[src/rtl/fetch_unit.sv]
// fetch_unit: PC-driven instruction fetch with a tagged word FIFO; FETCH_PREFETCH_EN
// selects a 2-deep FIFO (one word ahead), otherwise a 1-deep FIFO.
module fetch_unit #(
  parameter int INSTR_WIDTH = 16,
  parameter int ADDR_WIDTH  = 8
) (
  input  logic                   clock,
  input  logic                   reset_n,
  input  logic [ADDR_WIDTH-1:0]  pc,
  output logic                   pc_enable,
  output logic                   mem_req,
  output logic [ADDR_WIDTH-1:0]  mem_addr,
  input  logic                   mem_ack,
  input  logic [INSTR_WIDTH-1:0] mem_rdata,
  output logic                   instr_valid,
  output logic [INSTR_WIDTH-1:0] instr,
  output logic [ADDR_WIDTH-1:0]  instr_addr,
  input  logic                   instr_ready,
  input  logic                   flush,
  input  logic                   halt
);
`ifdef FETCH_PREFETCH_EN
  localparam logic [1:0] DEPTH = 2'd2;
`else
  localparam logic [1:0] DEPTH = 2'd1;
`endif
  typedef enum logic [1:0] {IDLE, FETCH, FLUSH, HALTED} state_t;
  state_t                 r_state, w_next;
  logic [1:0]             r_count;
  logic                   r_rp, r_wp;
  logic [ADDR_WIDTH-1:0]  r_addr [2];
  logic [INSTR_WIDTH-1:0] r_word [2];
  logic                   w_push, w_pop;
  always_ff @(posedge clock or negedge reset_n)
    if (!reset_n) r_state <= IDLE;
    else r_state <= w_next;
  always_comb begin
    w_next  = r_state;
    mem_req = 1'b0;
    case (r_state)
      IDLE:   w_next = FETCH;
      FETCH: begin
        mem_req = (r_count < DEPTH) & !flush & !halt;
        w_next  = halt ? HALTED : FETCH;
      end
      FLUSH:  w_next = FETCH;
      default: w_next = HALTED;
    endcase
    if (flush && r_state != HALTED) w_next = FLUSH;
  end
  assign w_push      = mem_req & mem_ack;
  assign w_pop       = instr_valid & instr_ready & !flush;
  assign pc_enable   = flush | w_push;
  assign mem_addr    = pc;
  assign instr_valid = r_count != 2'd0;
  assign instr       = r_word[r_rp];
  assign instr_addr  = r_addr[r_rp];
  // Two storage slots in both builds; DEPTH only limits how many may be filled.
  always_ff @(posedge clock or negedge reset_n)
    if (!reset_n) begin
      r_count <= 2'd0;
      r_rp    <= 1'b0;
      r_wp    <= 1'b0;
      r_addr  <= '{default: '0};
      r_word  <= '{default: '0};
    end else if (flush) begin
      r_count <= 2'd0;
      r_rp    <= 1'b0;
      r_wp    <= 1'b0;
    end else begin
      if (w_push) begin
        r_addr[r_wp] <= pc;
        r_word[r_wp] <= mem_rdata;
        r_wp         <= ~r_wp;
      end
      if (w_pop) r_rp <= ~r_rp;
      r_count <= r_count + {1'b0, w_push} - {1'b0, w_pop};
    end
endmodule

[config.mk]
export PLATFORM = sky130hd
export DESIGN_NAME = fetch_unit
export DESIGN_NICKNAME = d
export VERILOG_FILES = /design/src/rtl/fetch_unit.sv
export SDC_FILE = /design/constraint.sdc
export NUM_CORES = 1
export LEC_CHECK = 0
export ABC_AREA = 1
export CAP_MARGIN = 25
export CORE_ASPECT_RATIO = 1.4
export CORE_MARGIN = 2
export CORE_UTILIZATION = 30
export DETAILED_ROUTE_END_ITERATION = 7
export GPL_TIMING_DRIVEN = 0
export PLACE_DENSITY_LB_ADDON = 0.12
export SKIP_CTS_REPAIR_TIMING = 1
export SLEW_MARGIN = 5
export SYNTH_ARGS = -nofsm -noshare
export SYNTH_HDL_FRONTEND = slang
export SYNTH_SLANG_ARGS = --single-unit
[constraint.sdc]
create_clock -name clock -period 4.7 [get_ports clock]
set_input_delay 1.41 -clock clock [delete_from_list [all_inputs] [get_ports clock]]
set_output_delay 1.41 -clock clock [all_outputs]
set_load 0.02 [all_outputs]
==> impl_results.md <==
* Status: finished, final reports clean
* Class of the tightest hold or removal check: flip-flop to flip-flop
* First-pass GRT wire length at roughly 12000 um
* Worst reg2reg setup slack at slightly below 3 ns
* Cell with the most instances after synthesis: nand2_1
* Critical path data required time at about 3.3 ns
* Worst Skew at just under 0.006 ns
* CTS tree: built
* Synth async-reset ratio at 1.00
* Worst VDD drop at between 0.15 and 0.2 mV
* Root buf cell: clkbuf_16
* Post-DP HPWL at 4850 um
* Final setup vio count at 0
* Rows at 40
* Slowest stage delay, CP at just under 0.6 ns
* Min cycle time layout at between 4 and 5 ns
* Netlist cell types at 21
* Area occupied by multi-input gates at around 1100 um2
* #FFs+latches synth at 54
* Critical Path Source Type: input pin
* Area of the core at ~8600 um2
* Global route total overflow at 0
* Routability cong. at ~0.74
* Setup TNS at 0 ns
* RSZ-0062 raised after global routing: false
* PortBufs at 64
* Main synth FF type: dfrtp_1
* Flip-flop and latch area at between 1000 and 1500 um2
* Actual slew at the worst max-slew pin at just over 0.6 ns
* Max clock buf depth at 2
* Initial Util at 0.310
* First drt pass iteration count at 4
* WS Path Type: input pin to primary output
* Critical Path Slowest Stage Cell: clkdlybuf4s50_1
* Cell taking the most area after synthesis: dfrtp_1
* Max_cap viols at 0
* Layout cells sized above 1 at 0.0936
* Largest net degree at the start of global routing at 31
* TritonCTS Sinks at between 50 and 60
* Period utilization at 0.913
* Layout fillers at 926
* Sequential share of the synthesized area at 0.507
* Mapped Area at 2670 um2
* Initial antenna violation count at 0
* Layout Nets at between 400 and 500
* TritonCTS Buffers at 5
* H-tree depth at 2
* Ant diodes at 0
* Die area at between 9000 and 10000 um2
* # DRC at 0
* EDFF count, synth at 0
* Pins Over Slew Limit at 0
* CP Cell Sequence: clkdlybuf4s50_1, nor2_2, nand3_4, inv_1, clkdlybuf4s50_1
* Net Count, Synth at approximately 370
* Die X-Extent at around 84 um
* Element type at the critical path end: primary output
* Syn Inst Count at 334
* Number of synthesis warnings at 0
* Initial DRC count at 127
* Hold Fails Final Rpt at 0
* Upper clock frequency limit at between 0.2 and 0.25 GHz
* Clock-pin slew on the worst setup and hold paths at ~0.060 ns
* Routed Antenna Nets at 0
* Yosys top cell area share at 0.507
* Via density at approximately 4.5
* Leakage at between 1.5 and 2 nW
* Synth top area cells: dfrtp_1 51%, nand2_1 25%, nand3_1 9.4%
* Synth cell count leaders: 175 x nand2_1, 54 x dfrtp_1, 50 x nand3_1
* Clk Latency, worst-skew pair at approximately 0.29 ns
* CP max FO at 6
* Cell Pwr Density at 305 nW/um2
* Vias in the first global route at between 2000 and 2500
* WL final at around 7000 um
* Post-Syn Area per Cell at 7.98 um2
* Total power draw at approximately 1.1 mW
* I/O pins at 65
* GRT Total Usage at 0.154
* CP dominant cell by count: clkdlybuf4s50_1
* Vias at about 2300
* Die height at approximately 120 um
* Worst EP arrival at 2.88 ns
* DR WL/cell at roughly 13 um
* Slew HR at 0.594
* Layout Area Growth over Synthesis at 34.7%
placed cells by master (no fill, tap or decap):
master | netlist | layout
buf_12 | 0 | 1
clkdlybuf4s50_1 | 0 | 62
nor2_8 | 1 | 1
inv_2 | 3 | 3
xnor2_1 | 1 | 1
nor2_1 | 4 | 4
buf_4 | 8 | 8
nand3_4 | 1 | 1
buf_2 | 4 | 5
clkbuf_1 | 8 | 8
clkinv_1 | 1 | 1
buf_6 | 7 | 7
inv_1 | 6 | 6
ha_1 | 2 | 2
xor2_1 | 1 | 1
nand2_1 | 175 | 175
nor2_2 | 1 | 1
nor2_4 | 2 | 2
dlymetal6s2s_1 | 0 | 1
a21oi_1 | 1 | 1
clkbuf_16 | 0 | 5
nand4_4 | 2 | 2
dfrtp_1 | 54 | 54
o21ai_0 | 2 | 2
nand3_1 | 50 | 50
clkinv_2 | 0 | 2
per-layer routing:
layer | track usage | share of wire
met1 | 0.201 | 0.46
met2 | 0.269 | 0.49
met3 | 0.0264 | 0.041
met4 | 0.0355 | 0.0089
met5 | 0 | 0
state kept, by name, summed over array words and instances, names as in the netlist:
signal and cells:
r_count 2, r_word 32, r_addr 16, r_rp 1
r_state 2, r_wp 1
cell families after synthesis:
family | after synthesis | share of synthesized area
buffers and inverters | 37 | 0.0849
xor gates and xnor gates | 2 | 0.00657
and+or+nand+nor | 236 | 0.387
DFF | 54 | 0.507
adders and majority gates | 2 | 0.00938
AOI/OAI and AO/OA | 3 | 0.00563
worst paths after layout:
| path | cells after the start | end | from |
|---|---|---|---|
| worst max-delay path | 5 | mem_req | flush |
| worst min-delay path | 2 | r_word[15] | r_word[15] |
| worst max register to register | 9 | r_count[1] | r_count[1] |
| worst min register to register | 2 | r_word[15] | r_word[15] |
| max in group asynchronous | 2 | r_addr[6] | reset_n |
| min in group asynchronous | 1 | r_word[21] | reset_n |
through the flow:
step / utilization / worst slack [ns] / cell area, um2 / cells / hold WS [ns]
2_1_floorplan: - / 1.27 / 2670 / 334 / 0.442
3_3_place_gp: 0.399 / 0.0463 / 3440 / 503 / 0.453
3_5_place_dp: 0.401 / 0.0543 / 3450 / 504 / 0.458
4_1_cts: 0.417 / 0.0456 / 3590 / 511 / 0.475
5_1_grt: 0.417 / 0.317 / 3590 / 511 / 0.493
6_report: 0.417 / 0.409 / 3590 / 511 / 0.471
layout make-up:
class | count | share of cell area
tap | 105 | 0.0366
inverter | 10 | 0.0105
sequential | 54 | 0.376
timing repair buffer | 65 | 0.183
multi-input combinational | 243 | 0.303
clock buffer | 5 | 0.0348
buffer | 27 | 0.0526
clock inverter | 2 | 0.00279
critical path: cells and delay by family:
family | cells | cell delay, ns
buf+inv | 3 | 1.18
simple gates | 2 | 0.30
power breakdown:
part | leakage [nW] | internal, mW | switching (mW) | total (mW)
Clock | 0.0694 | 0.193 | 0.156 | 0.349
Sequential | 0.732 | 0.497 | 0.0168 | 0.514
Combinational | 1.10 | 0.112 | 0.121 | 0.234
Total | 1.90 | 0.802 | 0.294 | 1.10
(Power assumes the default switching activity.)
==> patch 1 (same settings) <==
Re-encode `state_t` (4 states) as one-hot, 4 bits wide.
--- a/src/rtl/fetch_unit.sv
+++ b/src/rtl/fetch_unit.sv
@@ -24,7 +24,7 @@
 `else
   localparam logic [1:0] DEPTH = 2'd1;
 `endif
-  typedef enum logic [1:0] {IDLE, FETCH, FLUSH, HALTED} state_t;
+  typedef enum logic [3:0] {IDLE = 4'b0001, FETCH = 4'b0010, FLUSH = 4'b0100, HALTED = 4'b1000} state_t;
   state_t                 r_state, w_next;
   logic [1:0]             r_count;
   logic                   r_rp, r_wp;
Check against the original RTL: same outputs for any inputs over 10 cycles, from zero or initial values and one cycle with reset_n low; not proved beyond that.
==> patch 1 against the unedited design <==
  * Combinational power fell by 7%
  * Final cell count is 2.9% higher
  * Worst setup slack worse by 0.045 ns
  * First-iteration DRC count rose by 10%
  * Routed wire length up 12%
  * Sequential cell count is 2 higher
  * Total power up 0.30%
  * Largest cell class unchanged
  * Global-route usage increased by 0.87 points
  * Clock power grew 2%
  * Highest routed layer unchanged
  * Hold slack got worse by 0.00067 ns
  * Cell area increased by 3.6%
  * Fmax is 1.0% lower
  * Synthesized area rose by 5.1%
  * Non-clock buffer count grew 5
==> patch 1: results (changes against the unedited design) <==
| Metric | Value |
|---|---|
| Status | `finished, final reports clean` |
| Synth top cells by count | `173 x nand2_1, 55 x dfrtp_1, 49 x nand4_1` |
| Worst Skew | `0.0107 ns (+0.00490 ns)` |
| Sequential area share after synthesis | `50.1% (-0.61 points)` |
| Nets | `451 (+3.0%)` |
| Critical Path Max Stage Delay | `0.48 ns (-0.11 ns)` |
| Number of global-route vias before repair | `2531 (+7.0%)` |
| Largest cells by area after synthesis | `dfrtp_1 49%, nand2_1 23%, nand4_1 11%` |
| Largest registers | `r_word (32), r_addr (16), r_state (4)` |
| Post-place setup slack | `-0.0677 ns (-0.122 ns)` |
| Syn Nets | `380 (+3.8%)` |
| Drt via density | `4.70 (+3.9%)` |
| RD Place Congestion | `0.758 (+2.8%)` |
| Total Routed Length | `7.71 mm (+12%)` |
| Synth unique cells | `25 (+19%)` |
| DP HPWL | `5.55 mm (+15%)` |
| Largest net degree at the start of global routing | `35 (+13%)` |
| Initial DRC Count | `140 (+10%)` |
| Worst Path Max Fanout | `10 (+4)` |
| GR Util All Layers | `16.2% (+0.87 points)` |
| Syn. warnings | `0 (unchanged)` |
| Share of cells above drive strength 1 | `9.79% (+0.43 points)` |
| Lkg Pwr | `1.97 nW (+3.9%)` |
| H-tree levels | `2 (unchanged)` |
| Buffers on Ports | `63 (-1.6%)` |
| Maximum vdd drop | `146 µV (-7.1%)` |
## patch 1: logic make-up after synthesis
family	Yosys count	synth area share, %
buf+inv	45	9.07
fa+ha+maj	2	0.893
xor+xnor	2	0.625
compound gates	4	0.714
simple gates	238	38.5
flops	56	50.1
other cells	1	0.134
## patch 1: layout make-up
class | count | area [µm²]
Fill cell | 962 | 5310
Timing Repair Buffer | 64 | 651
Inverter | 12 | 45.0
Multi-Input combinational cell | 247 | 1140
Clock buffer | 6 | 129
Clock inverter | 1 | 5.00
Buffer | 33 | 209
Sequential cell | 56 | 1400
Tap cell | 107 | 134
## patch 1: power by group
part           internal, mW  switching (mW)
Combinational         0.101           0.117
Sequential            0.512          0.0154
Clock                 0.194           0.161
Total                 0.807           0.293
## patch 1: per-layer routing
metal  global-route usage, %  share of wire, %  vias to the layer above
li1                        -                 -                     1259
met1                    19.9                43                     1152
met2                    28.4                51                       57
met3                    3.28               4.4                        5
met4                    4.76               1.2                        0
met5                       0                 0                        -
## patch 1: path summary, 6_finish.rpt
kind | to | depth (start not counted) | start | slack [ns]
min in group asynchronous | r_addr[0] | 1 | reset_n | 1.11
max in group asynchronous | r_state[0] | 2 | reset_n | 2.93
setup / recovery | pc_enable | 8 | flush | 0.36
hold / removal | r_word[8] | 2 | r_word[8] | 0.47
setup reg to reg | r_count[1] | 10 | r_count[1] | 2.73
hold reg to reg | r_word[8] | 2 | r_word[8] | 0.47
## patch 1: through the flow
stage | hold slack [ns] | std cells | setup TNS [ns] | cell area [µm²]
4_1_cts | 0.476 | 526 | -0.0699 | 3710
3_3_place_gp | 0.453 | 518 | -0.0645 | 3570
5_1_grt | 0.495 | 526 | 0 | 3720
6_report | 0.470 | 526 | 0 | 3720
2_1_floorplan | 0.442 | 348 | 0 | 2800
3_5_place_dp | 0.458 | 519 | -0.0677 | 3580
## patch 1: worst max-delay path, delay by kind of cell
kind,cells,cell delay (ns)
and+or+nand+nor,4,0.47
buffers and inverters,4,1.05
==> patch 2 (config.mk and constraints unchanged) <==
Made on the original files. `ADDR_WIDTH`: 8 -> 7.
--- a/src/rtl/fetch_unit.sv
+++ b/src/rtl/fetch_unit.sv
@@ -2,7 +2,7 @@
 // selects a 2-deep FIFO (one word ahead), otherwise a 1-deep FIFO.
 module fetch_unit #(
   parameter int INSTR_WIDTH = 16,
-  parameter int ADDR_WIDTH  = 8
+  parameter int ADDR_WIDTH  = 7
 ) (
   input  logic                   clock,
   input  logic                   reset_n,
Interface: changed (resized instr_addr, mem_addr and pc); port bits go from 65 to 62. No check against the original RTL was run, so the function may have changed too.
==> patch 2 against the unedited design <==
  * Worst setup slack got worse by 0.080 ns
  * Fmax fell by 1.8%
  * Non-clock buffer count fell by 6
  * Sequential share of layout area fell by 0.21 points
  * Via count fell by 3.0%
  * Hold slack barely moved
  * Largest power group unchanged
  * Sequential cell count fell by 2
  * Cell area fell by 3.2%
  * Critical path type unchanged
  * Routed wire length fell by 2.0%
  * Synthesized area fell by 3.6%
  * Clock power rose by 6.3%
  * Total power fell by 0.77%
==> patch 2: results (changes against the unedited design) <==
| Metric | Value |
|---|---|
| Status | `finished, final reports clean` |
| P_sw | `0.289 mW (-1.7%)` |
| DP Area | `3330 µm² (-3.6%)` |
| Number of global-route vias before repair | `2253 (-4.8%)` |
| DR WL met3 | `285 µm (+1.8%)` |
| Worst Skew | `0.00317 ns (-0.00267 ns)` |
| Cell count after synthesis | `320 (-4.2%)` |
| Maximum vdd drop | `145 µV (-7.8%)` |
| Inst Count DP | `487 (-3.4%)` |
| GR Util All Layers | `15.6% (+0.27 points)` |
| Largest net degree at the start of global routing | `29 (-6.5%)` |
| P_clk | `0.371 mW (+6.3%)` |
| Largest registers | `r_word (32), r_addr (14)` |
| Synth top cells by count | `168 x nand2_1, 52 x dfrtp_1, 48 x nand3_1` |
| Drt via density | `4.53 (+0.15%)` |
| RD Place Congestion | `0.737 (-0.19%)` |
| Worst Max-Slew Pin Slew | `0.615 ns (+0.00664 ns)` |
| WL per Instance | `13.6 µm (+1.2%)` |
| Buffers on Ports | `61 (-4.7%)` |
| Initial DRC Count | `116 (-8.7%)` |
| Layout area overhead | `35.2%` |
| Fillers | `902 (-2.6%)` |
| Nets | `420 (-4.1%)` |
| Comb pwr share | `20.5% (-0.8 points)` |
| Global-route wire length before repair | `11.1 mm (-7.1%)` |
| Lkg Pwr | `1.84 nW (-3.4%)` |
| Synth unique cells | `19 (-9.5%)` |
| Met2 Usage GRT | `27.7% (+0.86 points)` |
==> patch 2: area by class of cell <==
type                    instances  area (µm²)  share of cell area [%]
repair buffers                 62         628                    18.1
plain buffers                  24         183                    5.25
clock buffers                   8         146                    4.21
well taps                     105         131                    3.78
flip-flops and latches         52        1300                    37.4
multi-input cells             234        1050                    30.2
inverters                      10        37.5                    1.08
==> patch 2: path summary, 6_finish.rpt <==
check,startpoint,to,slack [ns]
hold / removal,r_word[10],r_word[10],0.47
setup reg to reg,r_count[1],r_count[1],2.94
hold reg to reg,r_word[10],r_word[10],0.47
max in group asynchronous,reset_n,r_word[13],3.00
setup / recovery,flush,mem_req,0.33
min in group asynchronous,reset_n,r_count[0],1.13
==> patch 2: kinds of logic after synthesis <==
group / Yosys count / synth area share [%]
simple gates: 227 / 38.6
flops: 52 / 50.6
buf+inv: 34 / 8.56
compound gates: 3 / 0.584
xor+xnor: 2 / 0.681
fa+ha+maj: 2 / 0.973
